File: config.mk
export PLATFORM = sky130hd
export DESIGN_NAME = simon_iter_ctrl
export DESIGN_NICKNAME = d
export VERILOG_FILES = /design/src/rtl/simon_pkg.sv /design/src/rtl/simon_round.sv /design/src/rtl/simon_iter_ctrl.sv
export SDC_FILE = /design/constraint.sdc
export NUM_CORES = 1
export LEC_CHECK = 0
export BUFFER_PORTS_ARGS = -buffer_cell sky130_fd_sc_hd__buf_2
export CAP_MARGIN = 20
export CELL_PAD_IN_SITES_DETAIL_PLACEMENT = 0
export CELL_PAD_IN_SITES_GLOBAL_PLACEMENT = 1
export CORE_ASPECT_RATIO = 0.7
export CORE_MARGIN = 4
export CORE_UTILIZATION = 42
export CTS_CLUSTER_SIZE = 24
export DETAILED_ROUTE_END_ITERATION = 10
export HOLD_SLACK_MARGIN = 0.02
export PLACE_DENSITY_LB_ADDON = 0.1
export SKIP_LAST_GASP = 1
export SLEW_MARGIN = 20
export SYNTH_ARGS = -nofsm -noshare
export SYNTH_HDL_FRONTEND = slang
export SYNTH_SLANG_ARGS = --single-unit
File: constraint.sdc
create_clock -name clk -period 2.3 [get_ports clk]
set_input_delay 0.23 -clock clk [delete_from_list [all_inputs] [get_ports clk]]
set_output_delay 0.23 -clock clk [all_outputs]
set_load 0.02 [all_outputs]
File: src/rtl/simon_pkg.sv
// rtl/simon_pkg.sv - Simon32/64 widths, z0 constant, controller state type and round helpers
package simon_pkg;

  localparam int WORD_W  = 16;
  localparam int BLOCK_W = 32;
  localparam int KEY_W   = 64;

  localparam logic [61:0] Z0 = 62'b11111010001001010110000111001101111101000100101011000011100110;

  typedef enum logic [1:0] {IDLE, RUN, DONE} state_t;

  function automatic logic [WORD_W-1:0] simon_f(input logic [WORD_W-1:0] x);
    return ({x[14:0], x[15]} & {x[7:0], x[15:8]}) ^ {x[13:0], x[15:14]};
  endfunction

  // Next key word from the four-word window; k2 does not take part for m=4.
  function automatic logic [WORD_W-1:0] simon_key_next(input logic [WORD_W-1:0] k0,
                                                       input logic [WORD_W-1:0] k1,
                                                       input logic [WORD_W-1:0] k3,
                                                       input logic              zbit);
    logic [WORD_W-1:0] t;
    t = {k3[2:0], k3[15:3]} ^ k1;
    t = t ^ {t[0], t[15:1]};
    return ~k0 ^ t ^ {{(WORD_W-1){1'b0}}, zbit} ^ 16'h0003;
  endfunction

endpackage

File: src/rtl/simon_round.sv
// rtl/simon_round.sv - combinational Simon32/64 round plus one key-schedule step
// key_next is the shifted key window {knew, k3, k2, k1}; knew sits in its top word.
module simon_round
  import simon_pkg::*;
(
  input  logic [WORD_W-1:0] x,
  input  logic [WORD_W-1:0] y,
  input  logic [WORD_W-1:0] k0,
  input  logic [WORD_W-1:0] k1,
  input  logic [WORD_W-1:0] k2,
  input  logic [WORD_W-1:0] k3,
  input  logic              zbit,
  output logic [WORD_W-1:0] x_next,
  output logic [WORD_W-1:0] y_next,
  output logic [KEY_W-1:0]  key_next
);

  logic [WORD_W-1:0] knew;

  assign x_next   = y ^ simon_f(x) ^ k0;
  assign y_next   = x;
  assign knew     = simon_key_next(k0, k1, k3, zbit);
  assign key_next = {knew, k3, k2, k1};

endmodule

File: src/rtl/simon_iter_ctrl.sv
// rtl/simon_iter_ctrl.sv - iterative Simon32/64 encryption controller, one round per clock
// Optional abort input enabled by defining SIMON_ABORT_EN.
module simon_iter_ctrl
  import simon_pkg::*;
#(
  parameter int ROUNDS = 32
) (
  input  logic               clk,
  input  logic               rst_n,
  input  logic               in_valid,
  output logic               in_ready,
  input  logic [BLOCK_W-1:0] plaintext,
  input  logic [KEY_W-1:0]   key,
  output logic               out_valid,
  input  logic               out_ready,
  output logic [BLOCK_W-1:0] ciphertext
`ifdef SIMON_ABORT_EN
  ,
  input  logic               abort
`endif
);

  localparam logic [4:0] LAST = 5'(ROUNDS - 1);

  state_t             state;
  logic [WORD_W-1:0]  x, y;
  logic [KEY_W-1:0]   kreg;
  logic [4:0]         rnd;
  logic [WORD_W-1:0]  x_next, y_next;
  logic [KEY_W-1:0]   key_next;
  logic               zbit;
  logic               accept;
  logic               abort_hit;

  // DONE can hand off and accept on the same edge, so the ready path sees out_ready.
  assign in_ready = (state == IDLE) | ((state == DONE) & out_ready);
  assign accept   = in_valid & in_ready;
  assign zbit     = Z0[6'd61 - {1'b0, rnd}];

`ifdef SIMON_ABORT_EN
  assign abort_hit = abort & (state != IDLE);
`else
  assign abort_hit = 1'b0;
`endif

  simon_round u_round (
    .x        (x),
    .y        (y),
    .k0       (kreg[15:0]),
    .k1       (kreg[31:16]),
    .k2       (kreg[47:32]),
    .k3       (kreg[63:48]),
    .zbit     (zbit),
    .x_next   (x_next),
    .y_next   (y_next),
    .key_next (key_next)
  );

  always_ff @(posedge clk or negedge rst_n) begin
    if (!rst_n) begin
      state      <= IDLE;
      out_valid  <= 1'b0;
      ciphertext <= '0;
      rnd        <= '0;
      x          <= '0;
      y          <= '0;
      kreg       <= '0;
    end else if (abort_hit) begin
      state     <= IDLE;
      out_valid <= 1'b0;
    end else if (accept) begin
      state     <= RUN;
      out_valid <= 1'b0;
      x         <= plaintext[31:16];
      y         <= plaintext[15:0];
      kreg      <= key;
      rnd       <= '0;
    end else begin
      case (state)
        RUN: begin
          x    <= x_next;
          y    <= y_next;
          kreg <= key_next;
          rnd  <= rnd + 5'd1;
          if (rnd == LAST) begin
            state      <= DONE;
            out_valid  <= 1'b1;
            ciphertext <= {x_next, y_next};
          end
        end
        DONE: begin
          if (out_ready) begin
            state     <= IDLE;
            out_valid <= 1'b0;
          end
        end
        default: ;
      endcase
    end
  end

endmodule

# Yosys cells after proc, flatten, opt, wreduce, memory -nomap -nowiden
# Memories as Yosys holds them, arrays and structs flattened.
# Cells that the tools add are included.
# op_classes
n_shift	0
n_mux	17
multipliers	0
eq_ne	5
add_sub_neg	2
n_lt_le_gt_ge	1
n_bitwise	14
n_div	0
n_reduce_logical	5
# ops
cell	count
$mux 64	2
$xor 16x16->16	6
$mux 16	4
$and 16x16->16	1
$not 16->16	1
$xor 16x1->16	1
$mux 5	2
$lt 6x7->1 const B	1
$mux 2	3
$ne 3x3->1 const B	2
$reduce_and 3->1	2
$sub 6x5->6 const A	1
$add 5x1->5 const B	1
$eq 5x5->1 const B	1
$mux 1	4
$pmux 2 s2	1
$reduce_bool 3->1	1
$and 1x1->1	2
$eq 2x1->1 const B	1
$eq 2x2->1 const B	1
$logic_not 2->1	1
$not 2->2	1
$pmux 1 s2	1
$reduce_bool 2->1	1
2 further kinds	2
# totals
rom_bits	64
inputBits	100
memories	1
latchBits	0
ram_bits	0
register_bits	136
# mem_list
memory	words	word_bits	read_ports	rd_ports_with_merged_regs	write_ports	line	rtl
(no name shown)	64	1	1	0	0	simon_iter_ctrl.sv:38	assign zbit = Z0[6'd61 - {1'b0, rnd}];

# Depth between registers and ports, before layout
# depth
depth_word	7
mapped_depth	8
mapped_depth_nobuf	7

# By module
# A second synthesis with hierarchy kept.
# unflattened
hier_cells	688
area_unflattened_um2	7404.6
# by_module_without_submodules
mod	seq_area_each_um2	n_inst	area_each_um2	cells_per_inst
simon_iter_ctrl	3378.2	1	5838.1	543
simon_round	0.0	1	1566.5	145

# Least setup slack after synthesis
# OpenSTA, ideal clock, no wires.
# synth_path
path_type	reg-to-reg
from	reg rnd[1]
to	reg kreg[48]
slack_ns	0.457
arrival_time_ns	1.711
path_stages_with_launch	6
n_path_buf	0
period_less_slack_ns	1.843
cell_sequence	dfrtp_1 > ha_1 > mux4_1 > o21ai_1 > o211a_1 > a211oi_1
# synth_via
elab_chain_cells	7
# synth_rtl
item	line	rtl
start, declared	simon_iter_ctrl.sv:28	logic [4:0] rnd;
start signal, assigned	simon_iter_ctrl.sv:84	rnd <= rnd + 5'd1;
$sub 6x5->6	simon_iter_ctrl.sv:38	
$mem_v2 64x1	n/a	
$mux 1 (implied by the code)	simon_iter_ctrl.sv:38	
$xor 16x1->16	simon_pkg.sv:24	return ~k0 ^ t ^ {{(WORD_W-1){1'b0}}, zbit} ^ 16'h0003;
$not 2->2 (no line)	n/a	
$mux 64	simon_iter_ctrl.sv:79	case (state)
$mux 64	simon_iter_ctrl.sv:71	end else if (accept) begin
end signal, assigned	simon_iter_ctrl.sv:76	kreg <= key;
end signal, assigned	simon_iter_ctrl.sv:83	kreg <= key_next;
end, declared	simon_iter_ctrl.sv:27	logic [KEY_W-1:0] kreg;
# No other way between the ends. The select of a mux whose other input is x is not followed.
# A chain may end at the register's enable or synchronous reset.

# Worst setup path after layout
# Ends and elaborated chain as after synthesis.

==> flow_metrics.tcl <==
set metrics [dict create \
    synth.area.top_cells "dfrtp_1, a22oi_1, xnor2_1" \
    worstHoldPathType "in -> reg" \
    arrival_ps 2290 \
    clock.fmax_mhz 494 \
    critPathRequiredTime_ps 2570 \
    crit_chain "ha_1 -> xor2_1 -> mux2_2 -> a32oi_1 -> o211a_1 -> a211oi_1" \
    r2r_cells 6 \
    via_count 5210 \
    grt_pass1_vias 5260 \
    cts_setup_buffers 0 \
    gp_congestion 0.804 \
    final_nets 885 \
    n_antenna_cell 0 \
    drt_iter0_markers 338 \
    use_met2 0.311 \
    drive_gt1_frac 0.239 \
    cts_max_level 4 \
    cts_tree "done" \
    powerDensity_nw_per_um2 2030 \
    ys_ff_latch 135 \
    route.detailed.wl_per_inst_um 18.3 \
    async_flop_share 1.00 \
    postCtsResizedCells 0 \
    fp.dieH_um 113 \
    syn_inst 652 \
    rows 38 \
    grt_use_met1 0.314 \
    clkTransAtPathRegs_ps 60 \
    dr.pass1.iters 4 \
    worst-path-stages 6 \
    busiest_layer "met1" \
    slew_violations 0 \
    synth.net_count 759 \
    p_leak_nw 3.90 \
    start_util 0.427 \
    worst_path_max_delay_cell "dfrtp_1" \
    finalSetupViolCount 0 \
    viasPerCell 5.26 \
    grt-ovfl-total 0 \
    end_kind "flip-flop" \
    max_stage_delay_ps 460 \
    wirelength_um 18200 \
    worst-path-buf-inv 0 \
    grtUsageMet3 0.0539 \
    final_antenna_net_count 0 \
    root_buffer "clkbuf_16" \
    fin_crit_sh 0.880 \
    ys.flop_type "dfrtp_1" \
    ys_top_cells_by_count "nand2_1, dfrtp_1, a22oi_1" \
    synth_top_area_share 0.512 \
    min_delay_path_depth 3 \
    peakVddDrop_mv 0.810 \
    synth_enable_flop_cells 0 \
    finalSetupTns_ps 0 \
    skew_ps 9.53 \
    slew_headroom 0.560 \
    yosysMostFrequentCell "nand2_1" \
    io_buffers 133 \
    yosysWarnings 0 \
    start_kind "flip-flop" \
    clock_sinks 135 \
    hold_buffers 2 \
    p_total_w 0.0165 \
    clock_latency_ps 420 \
    yosysTopAreaCell "dfrtp_1" \
    ios 134 \
    core-area_um2 15500 \
    tightest_slew_ps 658 \
    synth_seq_area_share 0.512 \
    status "completed" \
    dieArea_um2 17800 \
    cp_max_fo 7 \
    grtUsageTotal 0.210 \
    hpwl_um 13000 \
    syn_area_um2 6590 \
    synth.distinct_cells 39 \
    antenna_found_initial 0 \
    area_growth_pct 23.4 \
    critPathTopFamily "compound AO/OA/AOI/OAI gates" \
    drc 0 \
    avgSynthCellArea_um2 10.1 \
    hold_viol 0 \
    cts_buffer_depth 2 \
    cap_violations 0 \
    rsz0062_at_grt "false" \
    grt_max_degree 81 \
    worstSetupPathType "reg -> reg" \
    place_area_um2 7470 \
    design_area_um2 8140 \
    die_w_um 158 \
    min_period_ps 2020 \
    grt_pass1_wl_um 28700 \
    cts_made_buffers 17 \
]
==> worst register-to-register path, cell delays in order (launching register included) <==
cell and delay, ps:
dfrtp_1 460, ha_1 330, xor2_1 250, mux2_2 370
a32oi_1 250, o211a_1 170, a211oi_1 50
==> final timing paths <==
check,slack [ps],startpoint,to
worst max-delay path,280,rnd[1],kreg[48]
min in group asynchronous,360,rst_n,ciphertext[30]
worst max register to register,280,rnd[1],kreg[48]
max in group asynchronous,1220,rst_n,kreg[11]
worst min-delay path,30,key[50],kreg[50]
worst min register to register,480,kreg[37],kreg[37]
==> report_power, final <==
group	switching [W]	internal (W)
Clock	0.00104	0.00190
Sequential	0.00133	0.00374
Combinational	0.00477	0.00372
==> layer usage <==
metal	up-vias	routed length (µm)	part of all wire
li1	2485	-	-
met1	2583	8850	0.49
met2	131	8200	0.45
met3	11	993	0.055
met4	0	117	0.0064
met5	-	0	0
==> sequential cells by signal, summed over array words and instances, names as in the netlist <==
register / cells
state: 1
x: 16
ciphertext: 32
rnd: 5
kreg: 64
out_valid: 1
y: 16
==> layout by cell type (no fill, tap or decap), types with 2 or more instances in the layout <==
cell and instances:
a22oi_1 89, ha_1 7, dfrtp_1 135, clkbuf_8 3
mux2_2 9, buf_12 4, dlygate4sd3_1 3, a21oi_1 2
xnor2_1 75, buf_4 5, bufinv_16 4, inv_1 4
buf_2 132, xor2_1 25, mux2_1 9, nand3_1 3
clkbuf_16 17, o21ai_0 33, nand2_1 174, clkinv_2 2
mux2i_1 6, nor4b_1 2, o21ai_1 16, clkinvlp_4 3
nor2_1 7
==> per-stage QoR <==
stage	util	std cells	hold slack, ps	worst slack [ps]
finish	0.527	991	29.2	276
detailed placement	0.483	956	253	282
global placement	0.483	956	248	369
floorplan	-	652	-65.6	457
global route	0.527	991	25.4	152
CTS	0.526	990	23.7	288
==> kinds of logic (layout without fill, tap and decap cells) <==
family | count (synthesis) | in the layout | synth area share
xor+xnor | 100 | 100 | 0.133
simple gates | 194 | 194 | 0.116
buf+inv | 43 | 182 | 0.0309
mux | 25 | 25 | 0.0438
fa+ha+maj | 7 | 7 | 0.0133
flops | 135 | 135 | 0.512
compound gates | 148 | 148 | 0.151
==> final cells by class <==
| type | count | area (µm²) |
|---|---|---|
| sequential | 135 | 3380 |
| tap | 200 | 250 |
| inverter | 5 | 18.8 |
| clock buffer | 21 | 470 |
| fill | 1429 | 7310 |
| multi-input combinational | 474 | 3030 |
| clock inverter | 11 | 170 |
| timing repair buffer | 145 | 820 |
Note: power is estimated with default switching activity, not from simulation.
